===== src/rtl/up_arbiter_pkg.sv =====
// Shared types and defaults for the two-port uP bus arbiter.
package up_arbiter_pkg;

   localparam int unsigned DEFAULT_ADDRESS_WIDTH  = 14;
   localparam int unsigned DEFAULT_DATA_WIDTH     = 32;
   localparam int unsigned DEFAULT_TIMEOUT_CYCLES = 255;
   localparam logic [31:0] DEFAULT_TIMEOUT_DATA   = 32'hDEAD_DEAD;

   localparam logic PORT0 = 1'b0;
   localparam logic PORT1 = 1'b1;

   typedef enum logic [1:0] {
      ST_IDLE,
      ST_ISSUE,
      ST_ACK,
      ST_HOLD
   } state_t;

   // Timeout counter width; a disabled timeout still needs a legal 1-bit vector.
   function automatic int unsigned cnt_width(input int unsigned cycles);
      return (cycles == 0) ? 1 : $clog2(cycles + 1);
   endfunction

endpackage


===== src/rtl/up_arbiter_if.sv =====
// One uP read/write bus; the master modport drives requests, the slave modport drives acks.
interface up_arbiter_if
   import up_arbiter_pkg::*;
#(
   parameter int unsigned ADDRESS_WIDTH = DEFAULT_ADDRESS_WIDTH,
   parameter int unsigned DATA_WIDTH    = DEFAULT_DATA_WIDTH
);
   logic                     rreq;
   logic [ADDRESS_WIDTH-1:0] raddr;
   logic                     rack;
   logic [DATA_WIDTH-1:0]    rdata;
   logic                     wreq;
   logic [ADDRESS_WIDTH-1:0] waddr;
   logic [DATA_WIDTH-1:0]    wdata;
   logic                     wack;

   modport master (
      output rreq, raddr, wreq, waddr, wdata,
      input  rack, rdata, wack
   );

   modport slave (
      input  rreq, raddr, wreq, waddr, wdata,
      output rack, rdata, wack
   );
endinterface


===== src/rtl/up_arbiter_rr2.sv =====
// Two-requester round-robin picker: on a tie the port that did not win the last tie is chosen.
module up_arbiter_rr2
   import up_arbiter_pkg::*;
(
   input  logic [1:0] i_req,
   input  logic       i_last_grant,
   output logic       o_grant_c,
   output logic       o_valid_c
);

   always_comb begin
      o_valid_c = |i_req;
      o_grant_c = PORT0;
      unique case (i_req)
         2'b01:   o_grant_c = PORT0;
         2'b10:   o_grant_c = PORT1;
         2'b11:   o_grant_c = ~i_last_grant;
         default: o_grant_c = PORT0;
      endcase
   end

endmodule


===== src/rtl/up_arbiter.sv =====
// Shares one uP register slave between two uP masters: round-robin grant,
// one outstanding access, registered forwarding and a bus timeout.
module up_arbiter
   import up_arbiter_pkg::*;
#(
   parameter int unsigned           ADDRESS_WIDTH  = DEFAULT_ADDRESS_WIDTH,
   parameter int unsigned           DATA_WIDTH     = DEFAULT_DATA_WIDTH,
   parameter int unsigned           TIMEOUT_CYCLES = DEFAULT_TIMEOUT_CYCLES,
   parameter logic [DATA_WIDTH-1:0] TIMEOUT_DATA   = DATA_WIDTH'(DEFAULT_TIMEOUT_DATA)
)(
   input  logic         clk,
   input  logic         rst,
   up_arbiter_if.slave  s0_up,
   up_arbiter_if.slave  s1_up,
   up_arbiter_if.master m_up,
   output logic         timeout
);

   localparam int unsigned CNT_W = cnt_width(TIMEOUT_CYCLES);

   state_t                   r_state;
   logic                     r_last_grant;
   logic                     r_grant;
   logic                     r_is_read;
   logic [CNT_W-1:0]         r_cnt;
   logic                     r_m_rreq;
   logic                     r_m_wreq;
   logic [ADDRESS_WIDTH-1:0] r_m_raddr;
   logic [ADDRESS_WIDTH-1:0] r_m_waddr;
   logic [DATA_WIDTH-1:0]    r_m_wdata;
   logic [1:0]               r_s_rack;
   logic [1:0]               r_s_wack;
   logic [DATA_WIDTH-1:0]    r_s0_rdata;
   logic [DATA_WIDTH-1:0]    r_s1_rdata;
   logic                     r_timeout;

   logic [1:0]               w_req;
   logic                     w_grant;
   logic                     w_valid;
   logic                     w_tie;
   logic                     w_sel_rreq;
   logic [ADDRESS_WIDTH-1:0] w_sel_raddr;
   logic [ADDRESS_WIDTH-1:0] w_sel_waddr;
   logic [DATA_WIDTH-1:0]    w_sel_wdata;
   logic                     w_ack;
   logic                     w_expire;
   logic [DATA_WIDTH-1:0]    w_rdata_next;

   assign w_req = {s1_up.rreq | s1_up.wreq, s0_up.rreq | s0_up.wreq};
   assign w_tie = &w_req;

   up_arbiter_rr2 u_rr2 (
      .i_req        (w_req),
      .i_last_grant (r_last_grant),
      .o_grant_c    (w_grant),
      .o_valid_c    (w_valid)
   );

   // Request fields of the port being granted; read wins within a port.
   assign w_sel_rreq  = (w_grant == PORT1) ? s1_up.rreq  : s0_up.rreq;
   assign w_sel_raddr = (w_grant == PORT1) ? s1_up.raddr : s0_up.raddr;
   assign w_sel_waddr = (w_grant == PORT1) ? s1_up.waddr : s0_up.waddr;
   assign w_sel_wdata = (w_grant == PORT1) ? s1_up.wdata : s0_up.wdata;

   assign w_ack        = r_is_read ? m_up.rack : m_up.wack;
   assign w_expire     = (TIMEOUT_CYCLES != 0) && (r_cnt == CNT_W'(TIMEOUT_CYCLES - 1));
   assign w_rdata_next = w_ack ? m_up.rdata : TIMEOUT_DATA;

   always_ff @(posedge clk) begin
      if (rst) begin
         r_state      <= ST_IDLE;
         r_last_grant <= PORT1;
         r_grant      <= PORT0;
         r_is_read    <= 1'b0;
         r_cnt        <= '0;
         r_m_rreq     <= 1'b0;
         r_m_wreq     <= 1'b0;
         r_m_raddr    <= '0;
         r_m_waddr    <= '0;
         r_m_wdata    <= '0;
         r_s_rack     <= '0;
         r_s_wack     <= '0;
         r_s0_rdata   <= '0;
         r_s1_rdata   <= '0;
         r_timeout    <= 1'b0;
      end else begin
         r_s_rack  <= '0;
         r_s_wack  <= '0;
         r_timeout <= 1'b0;
         unique case (r_state)
            ST_IDLE: begin
               if (w_valid) begin
                  r_grant   <= w_grant;
                  r_is_read <= w_sel_rreq;
                  r_cnt     <= '0;
                  if (w_tie) r_last_grant <= w_grant;
                  if (w_sel_rreq) begin
                     r_m_rreq  <= 1'b1;
                     r_m_raddr <= w_sel_raddr;
                  end else begin
                     r_m_wreq  <= 1'b1;
                     r_m_waddr <= w_sel_waddr;
                     r_m_wdata <= w_sel_wdata;
                  end
                  r_state <= ST_ISSUE;
               end
            end
            ST_ISSUE: begin
               // A slave ack landing on the last allowed cycle beats the timeout.
               if (w_ack || w_expire) begin
                  r_m_rreq  <= 1'b0;
                  r_m_wreq  <= 1'b0;
                  r_timeout <= ~w_ack;
                  if (r_is_read) begin
                     r_s_rack[r_grant] <= 1'b1;
                     if (r_grant == PORT1) r_s1_rdata <= w_rdata_next;
                     else                  r_s0_rdata <= w_rdata_next;
                  end else begin
                     r_s_wack[r_grant] <= 1'b1;
                  end
                  r_state <= ST_ACK;
               end else begin
                  r_cnt <= r_cnt + CNT_W'(1);
               end
            end
            ST_ACK:  r_state <= ST_HOLD;
            ST_HOLD: r_state <= ST_IDLE;
            default: r_state <= ST_IDLE;
         endcase
      end
   end

   assign m_up.rreq  = r_m_rreq;
   assign m_up.wreq  = r_m_wreq;
   assign m_up.raddr = r_m_raddr;
   assign m_up.waddr = r_m_waddr;
   assign m_up.wdata = r_m_wdata;

   assign s0_up.rack  = r_s_rack[0];
   assign s0_up.wack  = r_s_wack[0];
   assign s0_up.rdata = r_s0_rdata;
   assign s1_up.rack  = r_s_rack[1];
   assign s1_up.wack  = r_s_wack[1];
   assign s1_up.rdata = r_s1_rdata;

   assign timeout = r_timeout;

endmodule


===== src/flat_wrapper.sv =====
// flat-port wrapper written by rule: the top's interface ports become plain ports
module up_arbiter_flat import up_arbiter_pkg::*;
#(
   parameter int unsigned           ADDRESS_WIDTH  = DEFAULT_ADDRESS_WIDTH,
   parameter int unsigned           DATA_WIDTH     = DEFAULT_DATA_WIDTH,
   parameter int unsigned           TIMEOUT_CYCLES = DEFAULT_TIMEOUT_CYCLES,
   parameter logic [DATA_WIDTH-1:0] TIMEOUT_DATA   = DATA_WIDTH'(DEFAULT_TIMEOUT_DATA)
)
  (clk, rst, timeout, s0_up_rreq, s0_up_raddr, s0_up_wreq, s0_up_waddr, s0_up_wdata, s0_up_rack, s0_up_rdata, s0_up_wack, s1_up_rreq, s1_up_raddr, s1_up_wreq, s1_up_waddr, s1_up_wdata, s1_up_rack, s1_up_rdata, s1_up_wack, m_up_rreq, m_up_raddr, m_up_wreq, m_up_waddr, m_up_wdata, m_up_rack, m_up_rdata, m_up_wack);
  up_arbiter_if #(.ADDRESS_WIDTH(ADDRESS_WIDTH), .DATA_WIDTH(DATA_WIDTH)) s0_up_i ();
  up_arbiter_if #(.ADDRESS_WIDTH(ADDRESS_WIDTH), .DATA_WIDTH(DATA_WIDTH)) s1_up_i ();
  up_arbiter_if #(.ADDRESS_WIDTH(ADDRESS_WIDTH), .DATA_WIDTH(DATA_WIDTH)) m_up_i ();
  input  logic clk;
  input  logic rst;
  output logic timeout;
  input wire logic [$bits(s0_up_i.rreq)-1:0] s0_up_rreq;
  input wire logic [$bits(s0_up_i.raddr)-1:0] s0_up_raddr;
  input wire logic [$bits(s0_up_i.wreq)-1:0] s0_up_wreq;
  input wire logic [$bits(s0_up_i.waddr)-1:0] s0_up_waddr;
  input wire logic [$bits(s0_up_i.wdata)-1:0] s0_up_wdata;
  output wire logic [$bits(s0_up_i.rack)-1:0] s0_up_rack;
  output wire logic [$bits(s0_up_i.rdata)-1:0] s0_up_rdata;
  output wire logic [$bits(s0_up_i.wack)-1:0] s0_up_wack;
  input wire logic [$bits(s1_up_i.rreq)-1:0] s1_up_rreq;
  input wire logic [$bits(s1_up_i.raddr)-1:0] s1_up_raddr;
  input wire logic [$bits(s1_up_i.wreq)-1:0] s1_up_wreq;
  input wire logic [$bits(s1_up_i.waddr)-1:0] s1_up_waddr;
  input wire logic [$bits(s1_up_i.wdata)-1:0] s1_up_wdata;
  output wire logic [$bits(s1_up_i.rack)-1:0] s1_up_rack;
  output wire logic [$bits(s1_up_i.rdata)-1:0] s1_up_rdata;
  output wire logic [$bits(s1_up_i.wack)-1:0] s1_up_wack;
  output wire logic [$bits(m_up_i.rreq)-1:0] m_up_rreq;
  output wire logic [$bits(m_up_i.raddr)-1:0] m_up_raddr;
  output wire logic [$bits(m_up_i.wreq)-1:0] m_up_wreq;
  output wire logic [$bits(m_up_i.waddr)-1:0] m_up_waddr;
  output wire logic [$bits(m_up_i.wdata)-1:0] m_up_wdata;
  input wire logic [$bits(m_up_i.rack)-1:0] m_up_rack;
  input wire logic [$bits(m_up_i.rdata)-1:0] m_up_rdata;
  input wire logic [$bits(m_up_i.wack)-1:0] m_up_wack;
  assign s0_up_i.rreq = s0_up_rreq;
  assign s0_up_i.raddr = s0_up_raddr;
  assign s0_up_i.wreq = s0_up_wreq;
  assign s0_up_i.waddr = s0_up_waddr;
  assign s0_up_i.wdata = s0_up_wdata;
  assign s0_up_rack = s0_up_i.rack;
  assign s0_up_rdata = s0_up_i.rdata;
  assign s0_up_wack = s0_up_i.wack;
  assign s1_up_i.rreq = s1_up_rreq;
  assign s1_up_i.raddr = s1_up_raddr;
  assign s1_up_i.wreq = s1_up_wreq;
  assign s1_up_i.waddr = s1_up_waddr;
  assign s1_up_i.wdata = s1_up_wdata;
  assign s1_up_rack = s1_up_i.rack;
  assign s1_up_rdata = s1_up_i.rdata;
  assign s1_up_wack = s1_up_i.wack;
  assign m_up_rreq = m_up_i.rreq;
  assign m_up_raddr = m_up_i.raddr;
  assign m_up_wreq = m_up_i.wreq;
  assign m_up_waddr = m_up_i.waddr;
  assign m_up_wdata = m_up_i.wdata;
  assign m_up_i.rack = m_up_rack;
  assign m_up_i.rdata = m_up_rdata;
  assign m_up_i.wack = m_up_wack;
  up_arbiter #(.ADDRESS_WIDTH(ADDRESS_WIDTH), .DATA_WIDTH(DATA_WIDTH), .TIMEOUT_CYCLES(TIMEOUT_CYCLES), .TIMEOUT_DATA(TIMEOUT_DATA)) u_core (.clk(clk), .rst(rst), .s0_up(s0_up_i), .s1_up(s1_up_i), .m_up(m_up_i), .timeout(timeout));
endmodule

===== config.mk =====
export PLATFORM = sky130hd
export DESIGN_NAME = up_arbiter_flat
export DESIGN_NICKNAME = d
export VERILOG_FILES = /design/src/rtl/up_arbiter_pkg.sv /design/src/rtl/up_arbiter_if.sv /design/src/rtl/up_arbiter_rr2.sv /design/src/rtl/up_arbiter.sv /design/src/flat_wrapper.sv
export SDC_FILE = /design/constraint.sdc
export NUM_CORES = 1
export LEC_CHECK = 0
export CORE_MARGIN = 2
export CORE_UTILIZATION = 41
export DETAILED_ROUTE_END_ITERATION = 8
export HOLD_SLACK_MARGIN = 0.06
export PLACE_DENSITY = 0.8
export SLEW_MARGIN = 30
export SYNTH_ARGS = -nofsm -noshare
export SYNTH_HDL_FRONTEND = slang
export SYNTH_SLANG_ARGS = --single-unit

===== constraint.sdc =====
create_clock -name clk -period 2.1 [get_ports clk]
set_input_delay 0.525 -clock clk [delete_from_list [all_inputs] [get_ports clk]]
set_output_delay 0.525 -clock clk [all_outputs]
set_load 0.05 [all_outputs]

==> After elaboration in Yosys (flattened, before gate mapping) <==
Cells that the tools add are included.
{ "totals": {"ff_bits": 144, "latchBits": 0, "ramBits": 0, "mem_bits_ro": 0, "in_bits": 160, "output_inout_bits": 131, "wordCells": 78, "memories": 0} }
{ "op_classes": {"n_addsub": 1, "multipliers": 0, "n_div": 0, "n_lt_le_gt_ge": 2, "eq_ne": 11, "n_shift": 0, "mux": 22, "bitwise": 9, "n_reduce_logical": 18} }
{ "ops": {"columns": ["op", "n"], "rows": [
  ["two-way mux 32 bit", 2],
  ["two-way mux 14 bit", 2],
  ["AND reduction 4 bit", 5],
  ["two-way mux 8 bit", 2],
  ["case mux 8 bit (2 select lines)", 1],
  ["AND reduction 3 bit", 3],
  ["adder 8 x 1 -> 8 bit (second input constant)", 1],
  ["equality test 2 bit (second input constant)", 4],
  ["equality test 8 bit (second input constant)", 1],
  ["two-way mux 1 bit", 8],
  ["case mux 2 bit (4 select lines)", 1],
  ["OR reduction 4 bit", 2],
  ["inverter 1 bit", 7],
  ["inequality test 2 bit (second input constant)", 3],
  ["case mux 1 bit (2 select lines)", 3],
  ["two-way mux 2 bit", 2],
  ["inequality test 2 x 1 -> 1 bit (second input constant)", 2],
  ["AND reduction 2 bit", 2],
  ["OR reduction 3 bit", 1],
  ["equality test 2 x 1 -> 1 bit (second input constant)", 1],
  ["logical NOT 2 bit", 1],
  ["< comparator 1 x 2 -> 1 bit (second input constant)", 1],
  ["bitwise OR 1 bit", 2],
  ["nonzero test 2 bit", 1],
  ["other kinds (5)", 5]
]} }

==> Logic depth before layout (Yosys ltp) <==
{ "logic_depth": {"depth_word": 7, "depth_mapped": 8, "ltp_nobuf": 6} }

==> Modules after synthesis <==
Synthesis repeated with hierarchy kept, for this count alone.
{ "hier_totals": {"hier_cells": 651, "area_unflattened_um2": 6107.1} }
{ "by_module_without_submodules": {"columns": ["mod", "n_inst", "cells_per_inst", "area_each_um2", "seq_area_each_um2"], "rows": [
  ["up_arbiter", 1, 649, 6093.3, 2882.8],
  ["up_arbiter_rr2", 1, 2, 13.8, 0.0]
]} }

==> Least setup slack after synthesis <==
Ideal clock, no wire load.
{ "synth_timing": {"kind": "input to register", "startpoint": "input port s0_up_rreq", "endpoint": "register u_core.r_m_waddr[13] (netlist: u_core.m_up.waddr[13])", "setup_time_ps": 134, "t_arrival_ps": 1653, "required_time_ps": 1966, "path_slack_ps": 313, "stages": 6, "n_path_buf": 2, "cell_sequence": "or3b_2 -> o311ai_1 -> and2_1 -> buf_2 -> buf_2 -> a211oi_1"} }
{ "synth_between": {"elab_chain_cells": 6, "elab_cells_between_ends": 9, "cone_classes": "eq/ne: 2; mux: 3; bitwise: 2; reduce/logical: 2"} }
{ "synth_rtl": {"columns": ["element", "line_no", "rtl"], "rows": [
  ["start: declaration", "flat_wrapper.sv:16", "input wire logic [$bits(s0_up_i.rreq)-1:0] s0_up_rreq;"],
  ["bitwise OR 1 bit", "up_arbiter.sv:49", "assign w_req = {s1_up.rreq | s1_up.wreq, s0_up.rreq | s0_up.wreq};"],
  ["equality test 2 bit", "up_arbiter_rr2.sv:14", "unique case (i_req)"],
  ["case mux 1 bit (2 select lines)", "up_arbiter_rr2.sv:14", null],
  ["two-way mux 1 bit", "up_arbiter.sv:60", "assign w_sel_rreq = (w_grant == PORT1) ? s1_up.rreq : s0_up.rreq;"],
  ["inverter 1 bit (no line)", null, null],
  ["AND reduction 3 bit (no line)", null, null],
  ["end signal: assignment", "up_arbiter.sv:102", "r_m_waddr <= w_sel_waddr;"],
  ["end: declaration", "up_arbiter.sv:29", "logic [ADDRESS_WIDTH-1:0] r_m_waddr;"]
]} }
Parallel ways exist; a longest one is shown, timed or not.
A chain may end at the register's enable or synchronous reset.

==> Final worst setup path <==
{ "layout_timing": {"startpoint": "register u_core.r_s_rack[0]", "endpoint": "output port s0_up_rack"} }
{ "layout_lines": {"columns": ["element", "line_no", "rtl"], "rows": [
  ["start: declaration", "up_arbiter.sv:31", "logic [1:0] r_s_rack;"],
  ["start signal: assignment", "up_arbiter.sv:81", "r_s_rack <= '0;"],
  ["start signal: assignment", "up_arbiter.sv:87", "r_s_rack <= '0;"],
  ["start signal: indexed assignment", "up_arbiter.sv:115", "r_s_rack[r_grant] <= 1'b1;"],
  ["end: declaration", "flat_wrapper.sv:21", "output wire logic [$bits(s0_up_i.rack)-1:0] s0_up_rack;"]
]} }
No word-level cell between the ends.

==> results.md <==
* Status: complete, no violations
* Critical path buffer and inverter count at 1
* Crit Path Category: reg -> out
* Core Rows at 44
* Port Buffers at 290
* Worst min path class: reg -> reg
* Fin crit share at 98.1%
* Cell Area, Synth at 6160 um2
* Vias in the first global route at 6215
* Initial antenna violation count at 0
* Comb power frac at 46.5%
* P_int at 7250 uW
* Seq/Total Area, Yosys at 46.8%
* Grt total ovfl at 0
* CP Capture Type: output pin
* Worst-path cell chain: clkdlybuf4s50_1
* Io pins at 291
* Share of cells above drive strength 1 at 10.2%
* Crit-path leading delay family: buffers and inverters
* Power Dens Cells at 1240 nW/um2
* DPL Wire Length at 13.7 mm
* Yosys cell types at 50
* CTS tree: done
* Via count at 6220
* CTS Buffer Depth at 2
* Simple-Gate Fraction of Synth Area at 8.24%
* Sequential fraction of design power at 28.2%
* Worst Slack Setup Final at 40.8 ps
* Critical Path Fanout Max at 1
* Max-cap violations at 0
* Mapped Cells at 666
* Tightest Pin Transition at 586 ps
* Most common cell after layout, fill and taps aside: clkdlybuf4s50_1
* DRT antenna net count at 0
* Number of synthesized flops with an enable pin at 0
* Slew margin rel. at 59.9%
* Place WS at -350 ps
* Compound-cell area share of the yosys netlist at 28.1%
* Slowest-stage cell, CP: clkdlybuf4s50_1
* Worst skew pair latency at 420 ps
* Post-synthesis share of cell area spent on full adders, half adders and majority gates at 1.01%
* Flops & latches, synth at 144
* Net Sw Frac at 41.9%
* Top FF cell, synth: dfxtp_1
* Critical Path Max Stage Delay at 800 ps
* Diode count at 0
* Design area at 10100 um2
* Switching pwr at 5240 uW
* Horiz. Die Dim at 127 um
* Commonest non-fill, non-tap cells in the layout: clkdlybuf4s50_1, dfxtp_1, a21oi_1
* Ys Warns at 0
* Number of setup violations in the final report at 0
* Average vias per placed instance at 5.42
* Nets at 1116
* CP required at 1570 ps
* Clock buffer count from CTS at 17
* H-tree depth at 4
* DRT Wirelength at 19.6 mm
* First-pass GRT wire length at 31.1 mm
* Leakage at 0.00496 uW
* Clock power share at 25.3%
* Clock root buffer: clkbuf_16
* Gr usage total at 24.0%
* Drc violations at 0
* Mux contribution to synthesized area at 10.3%
* Gpl congestion at 0.847
* Async S/R FF share, synth at 0%
* Routed WL per cell at 17.1 um
* Initial Util at 42.3%
* Post-Syn Nets at 831
* Die Area at 16000 um2
* Initial DRC Count at 279
* DP Area at 9410 um2
* Drt pass-1 iters at 4
* Largest net degree at the start of global routing at 50
* Fillcell total at 1144
* Peak supply drop at 0.000698 V
* Largest family of logic cells by synthesized area: compound AO/OA/AOI/OAI gates
* Clock-pin slew on the worst setup and hold paths at 60 ps
* Fin. Hold Viols at 0
* Fin Clk Skew at 8.40 ps
* Worst Path Arrival at 1530 ps
* XOR/XNOR Fraction of Synth Area at 0.142%
* Crit path launch type: flop
* Area growth syn-to-layout at 63.6%
* FMAX at 486 MHz
* Core area at 14600 um2
* # clock sinks at 144
* Final Max Tran Viols at 0
* Syn avg cell area at 9.26 um2
* Vert. Die Dim at 127 um
* Post-CTS setup buffers at 0
* Min Tclk post-route at 2060 ps
==> stage by stage <==
step / instances / hold WS [ps] / power [uW] / setup TNS [ps] / utilization (%)
finish: 1148 / 457 / 12500 / 0 / 69.1
global route: 1148 / 477 / 13100 / -25.6 / 69.1
CTS: 1148 / 463 / 12600 / 0 / 68.3
detailed placement: 1116 / 453 / 9550 / -25460 / 64.5
global placement: 1116 / 448 / 9480 / -21150 / 64.5
floorplan: 666 / 452 / 7440 / 0 / -
==> final cells by class <==
class                      instances  area [um2]  area share [%]
clock buffer                      19         433            4.29
clock inverter                    13         186            1.85
inverter                           8        30.0           0.298
multi-input combinational        449        2980            29.6
sequential                       144        2880            28.6
tap                              184         230            2.28
timing repair buffer             331        3340            33.1
==> registers in the layout (all words and copies together), names as in the netlist <==
signal	cells
u_core.s0_up.rdata	32
u_core.r_s_rack	2
u_core.m_up.wdata	32
u_core.r_is_read	1
u_core.m_up.wreq	1
u_core.m_up.rreq	1
u_core.r_s_wack	2
u_core.r_state	2
u_core.m_up.raddr	14
u_core.m_up.waddr	14
u_core.r_last_grant	1
u_core.timeout	1
u_core.r_cnt	8
u_core.r_grant	1
u_core.s1_up.rdata	32
==> kinds of logic (layout without fill, tap and decap cells) <==
group,count (synthesis),in the layout
multiplexers,63,63
XOR/XNOR,1,1
adder cells (fa/ha/maj),5,5
flip-flops,144,144
buffers and inverters,73,371
AND/OR/NAND/NOR,103,103
AO/OA/AOI/OAI,277,277
==> metal layers <==
| layer | share of wire, % | GRT usage (%) | vias to the layer above |
|---|---|---|---|
| li1 | - | - | 3051 |
| met1 | 39 | 27.1 | 2906 |
| met2 | 50 | 41.9 | 228 |
| met3 | 8.0 | 8.18 | 35 |
| met4 | 2.4 | 8.79 | 0 |
| met5 | 0 | 0 | - |
==> cell usage after synthesis, types with 3 or more instances <==
cell type	instances	area share, %
nand2_1	7	0.43
inv_1	8	0.49
o21ai_0	28	2.3
buf_6	5	0.91
mux2i_1	62	10
nor2_1	42	2.6
clkbuf_1	39	2.4
dfxtp_1	144	47
nand3_1	24	1.9
or4_1	3	0.37
o21a_1	23	2.8
nor4_1	3	0.30
and2_1	3	0.30
nor3_1	3	0.24
a21oi_1	121	9.8
or3_1	3	0.30
and4_1	3	0.43
buf_2	16	1.3
a211oi_1	83	10
ha_1	5	1.0
buf_1	3	0.18
==> power by group through the flow <==
stage	Sequential (uW)	Clock [uW]	Combinational (uW)
global route	3590	3330	6220
floorplan	5140	0	2300
detailed placement	3580	0	5970
global placement	3580	0	5900
CTS	3530	3200	5820
finish	3530	3160	5810
==> timing repair <==
action,in CTS,in global routing
gates resized for setup,59,51
setup endpoints to repair,59,65
hold buffers,0,0
==> final timing paths <==
kind | from | endpoint | slack, ps | cells past startpoint
max reg2reg | u_core.r_cnt[1] | u_core.s0_up.rdata[25] | 170 | 7
min reg2reg | u_core.s1_up.rdata[27] | u_core.s1_up.rdata[27] | 460 | 1
min | u_core.s1_up.rdata[27] | u_core.s1_up.rdata[27] | 460 | 1
max | u_core.r_s_rack[0] | s0_up_rack | 40 | 1
Note: power is estimated with default switching activity, not from simulation.
